<file path="config.mk">
export PLATFORM = sky130hd
export DESIGN_NAME = forward_scoreboard_flat
export DESIGN_NICKNAME = d
export VERILOG_FILES = /design/src/rtl/forward_scoreboard_if.sv /design/src/rtl/forward_scoreboard.sv /design/src/flat_wrapper.sv
export SDC_FILE = /design/constraint.sdc
export NUM_CORES = 1
export LEC_CHECK = 0
export BUFFER_PORTS_ARGS = -buffer_cell sky130_fd_sc_hd__buf_2
export CORE_AREA = 2 2 151 153
export CTS_CLUSTER_DIAMETER = 40
export CTS_CLUSTER_SIZE = 12
export DETAILED_ROUTE_END_ITERATION = 16
export DIE_AREA = 0 0 153 155
export GPL_TIMING_DRIVEN = 0
export PLACE_DENSITY = 0.55
export REMOVE_ABC_BUFFERS = 1
export SYNTH_ARGS = -nofsm -noshare
export SYNTH_HDL_FRONTEND = slang
export SYNTH_SLANG_ARGS = --single-unit
</file>
<file path="constraint.sdc">
create_clock -name clk -period 1.65 [get_ports clk]
set_input_delay 0.0825 -clock clk [delete_from_list [all_inputs] [get_ports clk]]
set_output_delay 0.0825 -clock clk [all_outputs]
set_load 0.005 [all_outputs]
</file>
<file path="src/rtl/forward_scoreboard_if.sv">
// Handshake bundle between the ID stage and the forwarding scoreboard.
// The master side drives the ID instruction and per-stage result buses; the slave side returns the lookups.
`timescale 1ns/1ps
interface forward_scoreboard_if #(
    parameter int XLEN    = 32,
    parameter int DEPTH   = 3,
    parameter int NUM_SRC = 2
);
    logic                    id_valid;
    logic [6:0]              id_opcode;
    logic [2:0]              id_funct3;
    logic [4:0]              id_rd;
    logic [NUM_SRC*5-1:0]    id_rs;
    logic                    hold;
    logic                    flush;
    logic [DEPTH*XLEN-1:0]   stage_main_data;
    logic [DEPTH*XLEN-1:0]   stage_sub_data;
    logic [DEPTH*XLEN-1:0]   stage_csr_data;
    logic [NUM_SRC-1:0]      fwd_hit;
    logic [NUM_SRC*XLEN-1:0] fwd_data;
    logic                    load_use_stall;

    modport master (
        output id_valid, id_opcode, id_funct3, id_rd, id_rs, hold, flush,
        output stage_main_data, stage_sub_data, stage_csr_data,
        input  fwd_hit, fwd_data, load_use_stall
    );

    modport slave (
        input  id_valid, id_opcode, id_funct3, id_rd, id_rs, hold, flush,
        input  stage_main_data, stage_sub_data, stage_csr_data,
        output fwd_hit, fwd_data, load_use_stall
    );
endinterface

</file>
<file path="src/rtl/forward_scoreboard.sv">
// Operand forwarding and load-use hazard unit: tracks in-flight writes from EX onward and picks,
// per ID source operand, the youngest producer's data from the bus matching its class.
`timescale 1ns/1ps
module forward_scoreboard #(
    parameter int XLEN             = 32,
    parameter int DEPTH            = 3,
    parameter int NUM_SRC          = 2,
    parameter int LOAD_READY_STAGE = 1,
    parameter int CSR_READY_STAGE  = 0
) (
    input  logic                  clk,
    input  logic                  rst,
    forward_scoreboard_if.slave   bus
);

    typedef enum logic [2:0] {
        CLS_NONE = 3'd0,
        CLS_MAIN = 3'd1,
        CLS_SUB  = 3'd2,
        CLS_LOAD = 3'd3,
        CLS_CSR  = 3'd4
    } cls_e;

    typedef struct packed {
        logic       valid;
        logic [4:0] rd;
        cls_e       cls;
    } entry_t;

    entry_t ent_q [DEPTH];
    entry_t ent_d [DEPTH];

    logic [NUM_SRC-1:0]      lookup_hit;
    logic [NUM_SRC*XLEN-1:0] lookup_data;
    logic                    stall_raw;
    logic                    stall;
    logic                    found;
    logic [4:0]              rs_cur;

    function automatic cls_e decode(input logic [6:0] op, input logic [2:0] f3, input logic [4:0] rd);
        cls_e c;
        case (op)
            7'b0110111, 7'b0010111, 7'b0010011, 7'b0110011: c = CLS_MAIN;
            7'b1101111, 7'b1100111:                         c = CLS_SUB;
            7'b0000011:                                     c = CLS_LOAD;
            7'b1110011:                                     c = (f3 != 3'd0) ? CLS_CSR : CLS_NONE;
            default:                                        c = CLS_NONE;
        endcase
        if (rd == 5'd0) c = CLS_NONE;
        return c;
    endfunction

    function automatic int ready_stage(input cls_e c);
        case (c)
            CLS_LOAD: return LOAD_READY_STAGE;
            CLS_CSR:  return CSR_READY_STAGE;
            default:  return 0;
        endcase
    endfunction

    // Youngest match decides: a not-yet-ready producer stalls rather than falling back to an older one.
    always_comb begin
        stall_raw   = 1'b0;
        lookup_hit  = '0;
        lookup_data = '0;
        found       = 1'b0;
        rs_cur      = 5'd0;
        for (int j = 0; j < NUM_SRC; j++) begin
            rs_cur = bus.id_rs[5*j +: 5];
            found  = 1'b0;
            for (int s = 0; s < DEPTH; s++) begin
                if (!found && rs_cur != 5'd0 && ent_q[s].valid &&
                    ent_q[s].cls != CLS_NONE && ent_q[s].rd == rs_cur) begin
                    found = 1'b1;
                    if (s >= ready_stage(ent_q[s].cls)) begin
                        lookup_hit[j] = 1'b1;
                        case (ent_q[s].cls)
                            CLS_MAIN: lookup_data[XLEN*j +: XLEN] = bus.stage_main_data[XLEN*s +: XLEN];
                            CLS_CSR:  lookup_data[XLEN*j +: XLEN] = bus.stage_csr_data[XLEN*s +: XLEN];
                            default:  lookup_data[XLEN*j +: XLEN] = bus.stage_sub_data[XLEN*s +: XLEN];
                        endcase
                    end else begin
                        stall_raw = 1'b1;
                    end
                end
            end
        end
    end

    assign stall              = bus.id_valid && !bus.flush && stall_raw;
    assign bus.fwd_hit        = rst ? '0 : lookup_hit;
    assign bus.fwd_data       = rst ? '0 : lookup_data;
    assign bus.load_use_stall = !rst && stall;

    always_comb begin
        ent_d = ent_q;
        if (!bus.hold) begin
            for (int i = DEPTH - 1; i >= 1; i--) begin
                ent_d[i] = ent_q[i-1];
            end
            ent_d[0] = '0;
            if (bus.id_valid && !bus.flush && !stall) begin
                ent_d[0].valid = 1'b1;
                ent_d[0].rd    = bus.id_rd;
                ent_d[0].cls   = decode(bus.id_opcode, bus.id_funct3, bus.id_rd);
            end
        end
    end

    always_ff @(posedge clk or posedge rst) begin
        if (rst) begin
            for (int i = 0; i < DEPTH; i++) begin
                ent_q[i] <= '0;
            end
        end else begin
            ent_q <= ent_d;
        end
    end

endmodule
</file>
<file path="src/flat_wrapper.sv">
// flat-port wrapper written by rule: the top's interface ports become plain ports
module forward_scoreboard_flat 
#(
    parameter int XLEN             = 32,
    parameter int DEPTH            = 3,
    parameter int NUM_SRC          = 2,
    parameter int LOAD_READY_STAGE = 1,
    parameter int CSR_READY_STAGE  = 0
)
  (clk, rst, bus_id_valid, bus_id_opcode, bus_id_funct3, bus_id_rd, bus_id_rs, bus_hold, bus_flush, bus_stage_main_data, bus_stage_sub_data, bus_stage_csr_data, bus_fwd_hit, bus_fwd_data, bus_load_use_stall);
  forward_scoreboard_if #(.XLEN(XLEN), .DEPTH(DEPTH), .NUM_SRC(NUM_SRC)) bus_i ();
  input  logic clk;
  input  logic rst;
  input wire logic [$bits(bus_i.id_valid)-1:0] bus_id_valid;
  input wire logic [$bits(bus_i.id_opcode)-1:0] bus_id_opcode;
  input wire logic [$bits(bus_i.id_funct3)-1:0] bus_id_funct3;
  input wire logic [$bits(bus_i.id_rd)-1:0] bus_id_rd;
  input wire logic [$bits(bus_i.id_rs)-1:0] bus_id_rs;
  input wire logic [$bits(bus_i.hold)-1:0] bus_hold;
  input wire logic [$bits(bus_i.flush)-1:0] bus_flush;
  input wire logic [$bits(bus_i.stage_main_data)-1:0] bus_stage_main_data;
  input wire logic [$bits(bus_i.stage_sub_data)-1:0] bus_stage_sub_data;
  input wire logic [$bits(bus_i.stage_csr_data)-1:0] bus_stage_csr_data;
  output wire logic [$bits(bus_i.fwd_hit)-1:0] bus_fwd_hit;
  output wire logic [$bits(bus_i.fwd_data)-1:0] bus_fwd_data;
  output wire logic [$bits(bus_i.load_use_stall)-1:0] bus_load_use_stall;
  assign bus_i.id_valid = bus_id_valid;
  assign bus_i.id_opcode = bus_id_opcode;
  assign bus_i.id_funct3 = bus_id_funct3;
  assign bus_i.id_rd = bus_id_rd;
  assign bus_i.id_rs = bus_id_rs;
  assign bus_i.hold = bus_hold;
  assign bus_i.flush = bus_flush;
  assign bus_i.stage_main_data = bus_stage_main_data;
  assign bus_i.stage_sub_data = bus_stage_sub_data;
  assign bus_i.stage_csr_data = bus_stage_csr_data;
  assign bus_fwd_hit = bus_i.fwd_hit;
  assign bus_fwd_data = bus_i.fwd_data;
  assign bus_load_use_stall = bus_i.load_use_stall;
  forward_scoreboard #(.XLEN(XLEN), .DEPTH(DEPTH), .NUM_SRC(NUM_SRC), .LOAD_READY_STAGE(LOAD_READY_STAGE), .CSR_READY_STAGE(CSR_READY_STAGE)) u_core (.clk(clk), .rst(rst), .bus(bus_i));
endmodule
</file>
Word-level counts from Yosys, hierarchy flattened
Cells that the tools add are included.

Register bits after elaboration: 27. Latch bits: 0. Bits in writable memories: 0. Bits in read-only memories: 0. Bits of input ports: 318. Memories: 0.

Add/sub/neg operators: 0. Multipliers: 0. Div/mod/pow operators: 0. Magnitude comparators: 6. Eq/ne operators: 23. Shift operators: 0. Mux-type cells: 58. Bitwise gates (word level): 0. Reductions and logical operators: 42.

Operator list (number): 32-bit 2-to-1 mux (18); 32-bit one-hot mux with 2 select lines (3); 1-bit by 32-bit greater-or-equal comparator with 1-bit output, first input constant (2); 2-bit by 32-bit greater-or-equal comparator with 1-bit output, first input constant (2); 3-bit by 32-bit greater-or-equal comparator with 1-bit output, first input constant (2); 64-bit 2-to-1 mux (1); 1-bit 2-to-1 mux (31); 5-bit == test (6); 1-bit logical AND (26); 7-bit == test, second input constant (3); 7-bit by 5-bit == test with 1-bit output, second input constant (2); 7-bit by 6-bit == test with 1-bit output, second input constant (2); 3-bit one-hot mux with 4 select lines (1); 3-bit nonzero test (4); 5-bit nonzero test (2); 3-bit by 1-bit == test with 1-bit output, second input constant (3); 3-bit by 2-bit == test with 1-bit output, second input constant (3); 3-bit == test, second input constant (3); 9-bit 2-to-1 mux (1); 7-bit by 2-bit == test with 1-bit output, second input constant (1); 1-bit zero test (7); 3-bit 2-to-1 mux (2); 5-bit zero test (1); 4-bit OR reduction (1); 2 further kinds (2).

Logic depth before layout (Yosys ltp)
Depth in word-level cells: 30. Gate-level depth with buffers: 8. Mapped depth without buffers: 5.

Worst setup path before layout
OpenSTA, ideal clock, no wires.

Path kind: register to output. Start: register u_core.ent_q[19] (netlist bit). End: output port bus_fwd_data[33]. Arrival time: 1.687 ns. Required time: 1.567 ns. Path slack: -0.120 ns. Cell stages (with the launch flop): 8. Buffers on the path: 2. Path through: dfrtp_1 > o31a_1 > nand3_2 > o21ai_2 > or3_1 > buf_2 > buf_6 > a21oi_1.

Word-level cells in the longest chain between the ends: 17. Elaborated cells on any way between the ends: 29.

Ends and longest elaborated chain: start, declared (line forward_scoreboard.sv:30) `entry_t ent_q [DEPTH];`; start signal, assigned (line forward_scoreboard.sv:116) `ent_q <= ent_d;`; parallel branches: the longest is 15 deep, another holds 1-bit by 32-bit greater-or-equal comparator with 1-bit output; 32-bit 2-to-1 mux (*) (line forward_scoreboard.sv:72) `if (!found && rs_cur != 5'd0 && ent_q[s].valid &&`; 64-bit 2-to-1 mux (*) (line forward_scoreboard.sv:92) `assign bus.fwd_data = rst ? '0 : lookup_data;`; end, declared (line flat_wrapper.sv:25) `output wire logic [$bits(bus_i.fwd_data)-1:0] bus_fwd_data;`.

Every way passes the cells marked *. The select of a mux whose other input is x is not followed.

Final worst setup path
Start: register u_core.ent_q[20] (netlist bit). End: output port bus_fwd_data[60].

The elaborated chain is that of the path after synthesis.

==> reports/metrics.cfg <==
[synth]
synth-main-ff-cell = dfrtp_1
ys.warnings.count = 0
synth-seq-cells = 27
synth_area_mm2 = 0.00532
synth_cells = 658
syn_avg_cell_area_um2 = 8.08
ys_seq_area_share_pct = 12.7
async_flop_share_pct = 100
synth_edf_count = 0
yosysUniqueCellTypes = 41

[clock_tree]
h-tree-depth = 1
cts_buffers = 3
clock-sinks = 27
cts_root_buf = clkbuf_16
clkTransAtPathRegs_ps = 80
cts_buffer_depth = 2
clock_latency_ps = 270
cts_tree = done

[floorplanning]
fp-row-count = 55
start_util_pct = 23.9
die-width_um = 153
pin_count = 385
core-area_mm2 = 0.0222
fp.dieArea_mm2 = 0.0237
die_y_um = 155

[layout]
n_fill_cell = 2290
fin_util_pct = 41.6
syn2layout_area_growth_pct = 73.9
nets = 1360
drive_above_1_share_pct = 58.2
top_regs = u_core.ent_q (27)
top_register = u_core.ent_q
largest_register_ffs = 27

[route]
final_antenna_net_count = 0
dr.pass1.iters = 5
drcViolationCount = 0
wl_per_cell_um = 26.8
routed_wl_um = 35500
vias = 8168
drt-initial-drc-count = 674
vias_per_cell = 6.16

[run_status]
outcome = finished with violations
violations = setup timing

[pwr]
total_power_mw = 2.42
ir_drop_mv = 0.403
power_leakage_nw = 4.40
power_density_mw_per_mm2 = 262

[min_path]
hold_path_class = primary input to register
worstHoldStart = bus_id_rd[2]

[timing]
setup_ws_ps = -997
worst_pin_slew_ps = 643
fmax_mhz = 378
fin_crit_sh_pct = 160
timing.slew.headroom_pct = 57.1
setup_violations = 76
hold_violations = 0
period_needed_ps = 2650
setup_tns_ps = -68960
skew_ps = 5.88
rsz0062_at_grt = true
report.final.slew_viol_count = 0

[grt]
grt_usage_pct = 27.2
grt_pass1_vias = 7817
antenna_found_initial = 1
overflow = 0
grt_start_max_net_pins = 47
grt_pass1_wl_um = 50000

[setup_path]
cp.required_ps = 1570
cp-start-kind = register
crit_arrival_ps = 2560
crit_fanout = 6
crit_path_start = u_core.ent_q[20]
critPathKind = register to primary output
r2r-start = u_core.ent_q[20]
crit_path_end_kind = primary output

[placed_design]
post-dp-hpwl_um = 23000
gp_congestion = 0.820
port_buffers = 384

[job]
cap_violations = 0

-- routing by layer --
| metal | track usage (%) | part of all wire [%] | vias to the layer above |
|---|---|---|---|
| met4 | 6.44 | 1.9 | 0 |
| met5 | 0 | 0 | - |
| met2 | 47.5 | 49 | 499 |
| met3 | 3.31 | 7.5 | 56 |
| met1 | 35.9 | 41 | 4027 |
| li1 | - | - | 3586 |
-- cells by family (layout without fill, tap and decap cells) --
kind of cell,after synthesis,count (layout),synth area share [%]
compound gates,408,409,58.6
xor+xnor,30,30,4.94
buf+inv,94,471,7.91
flops,27,27,12.7
mux,49,49,9.63
other cells,0,1,0
simple gates,50,55,6.17
-- stage by stage --
stage / cells / setup slack (ps) / hold WS, ps / instance area (um2)
global route: 1327 / -1030 / 84.7 / 9250
global placement: 1235 / -5460 / 345 / 7180
finish: 1327 / -997 / 72.5 / 9250
detailed placement: 1262 / -1610 / 161 / 7780
floorplan: 566 / -2740 / 193 / 4900
CTS: 1313 / -939 / 77.3 / 8800
-- cells in the mapped netlist (2+ instances only) --
master | n | area [um2]
nand2_1 | 9 | 33.8
o31a_1 | 2 | 17.5
o21a_1 | 2 | 15.0
buf_6 | 6 | 67.6
or3_1 | 3 | 18.8
a32o_1 | 6 | 60.1
a22o_1 | 65 | 569
nor3_1 | 7 | 35.0
nand3_2 | 3 | 30.0
clkbuf_1 | 68 | 255
nor2_1 | 8 | 30.0
mux2i_1 | 32 | 320
buf_2 | 18 | 90.1
xor2_1 | 10 | 87.6
o21ai_0 | 3 | 15.0
inv_1 | 2 | 7.51
nand2b_1 | 2 | 12.5
xnor2_1 | 20 | 175
nor4_2 | 2 | 25.0
dfrtp_1 | 27 | 676
nand4_1 | 2 | 12.5
a31oi_1 | 2 | 12.5
o41ai_1 | 64 | 561
a32oi_1 | 64 | 561
o21ai_2 | 2 | 17.5
nand3_1 | 4 | 20.0
a21oi_1 | 97 | 485
nor3b_2 | 5 | 62.6
a21o_1 | 64 | 480
a221oi_1 | 32 | 280
mux2_2 | 17 | 191
-- final cells by class --
cell class                      count  area, um2  share of cell area [%]
Antenna cell                        1       2.50                  0.0271
Tap cell                          285        357                    3.86
Clock buffer                        3       75.1                   0.812
Timing Repair Buffer              465       3130                    33.8
Multi-Input combinational cell    543       4990                    54.0
Inverter                            2       10.0                   0.108
Sequential cell                    27        681                    7.36
Clock inverter                      1       7.51                  0.0812
-- path summary, 6_finish.rpt --
check	end	slack, ps	cells after the start
max in group asynchronous	u_core.ent_q[20]	640	3
setup reg to reg	u_core.ent_q[24]	-860	13
hold / removal	u_core.ent_q[23]	70	2
setup / recovery	bus_fwd_data[60]	-1000	8
hold reg to reg	u_core.ent_q[8]	540	1
min in group asynchronous	u_core.ent_q[22]	290	3
-- worst max-delay path, cell delays in order, from the launching register on --
cell,delay [ps]
dfrtp_4,510
buf_16,140
o31a_1,380
nand3_4,130
o21ai_4,80
clkbuf_16,180
or3_4,510
a21oi_4,210
buf_2,140
-- power breakdown --
part           internal, mW  switching, mW  leakage (nW)
clock network         0.331          0.258        0.0371
registers             0.698         0.0491         0.363
logic                 0.558          0.529          4.00
total                  1.59          0.836          4.40
-- layout by cell type, fill, tap and decap left out, types with 14 or more instances in the layout --
cell / netlist / routed
buf_2: 18 / 383
xnor2_1: 20 / 20
buf_4: 0 / 28
a21oi_2: 0 / 52
buf_12: 0 / 14
a32oi_1: 64 / 59
a221oi_1: 32 / 32
a22o_1: 65 / 65
mux2_2: 17 / 17
dfrtp_1: 27 / 25
mux2i_1: 32 / 32
a21o_1: 64 / 64
o41ai_1: 64 / 42
o41ai_2: 0 / 18
a21oi_1: 97 / 40
-- repair_timing --
action,4_1_cts,5_1_grt
setup buffers,34,9
gates resized for setup,85,53
endpoints found under the setup margin,76,76
cloned,12,4
hold buffers,1,0
pin swaps,18,16
hold endpoints to repair,5,0
No activity file was read; power rests on OpenSTA's default activity.
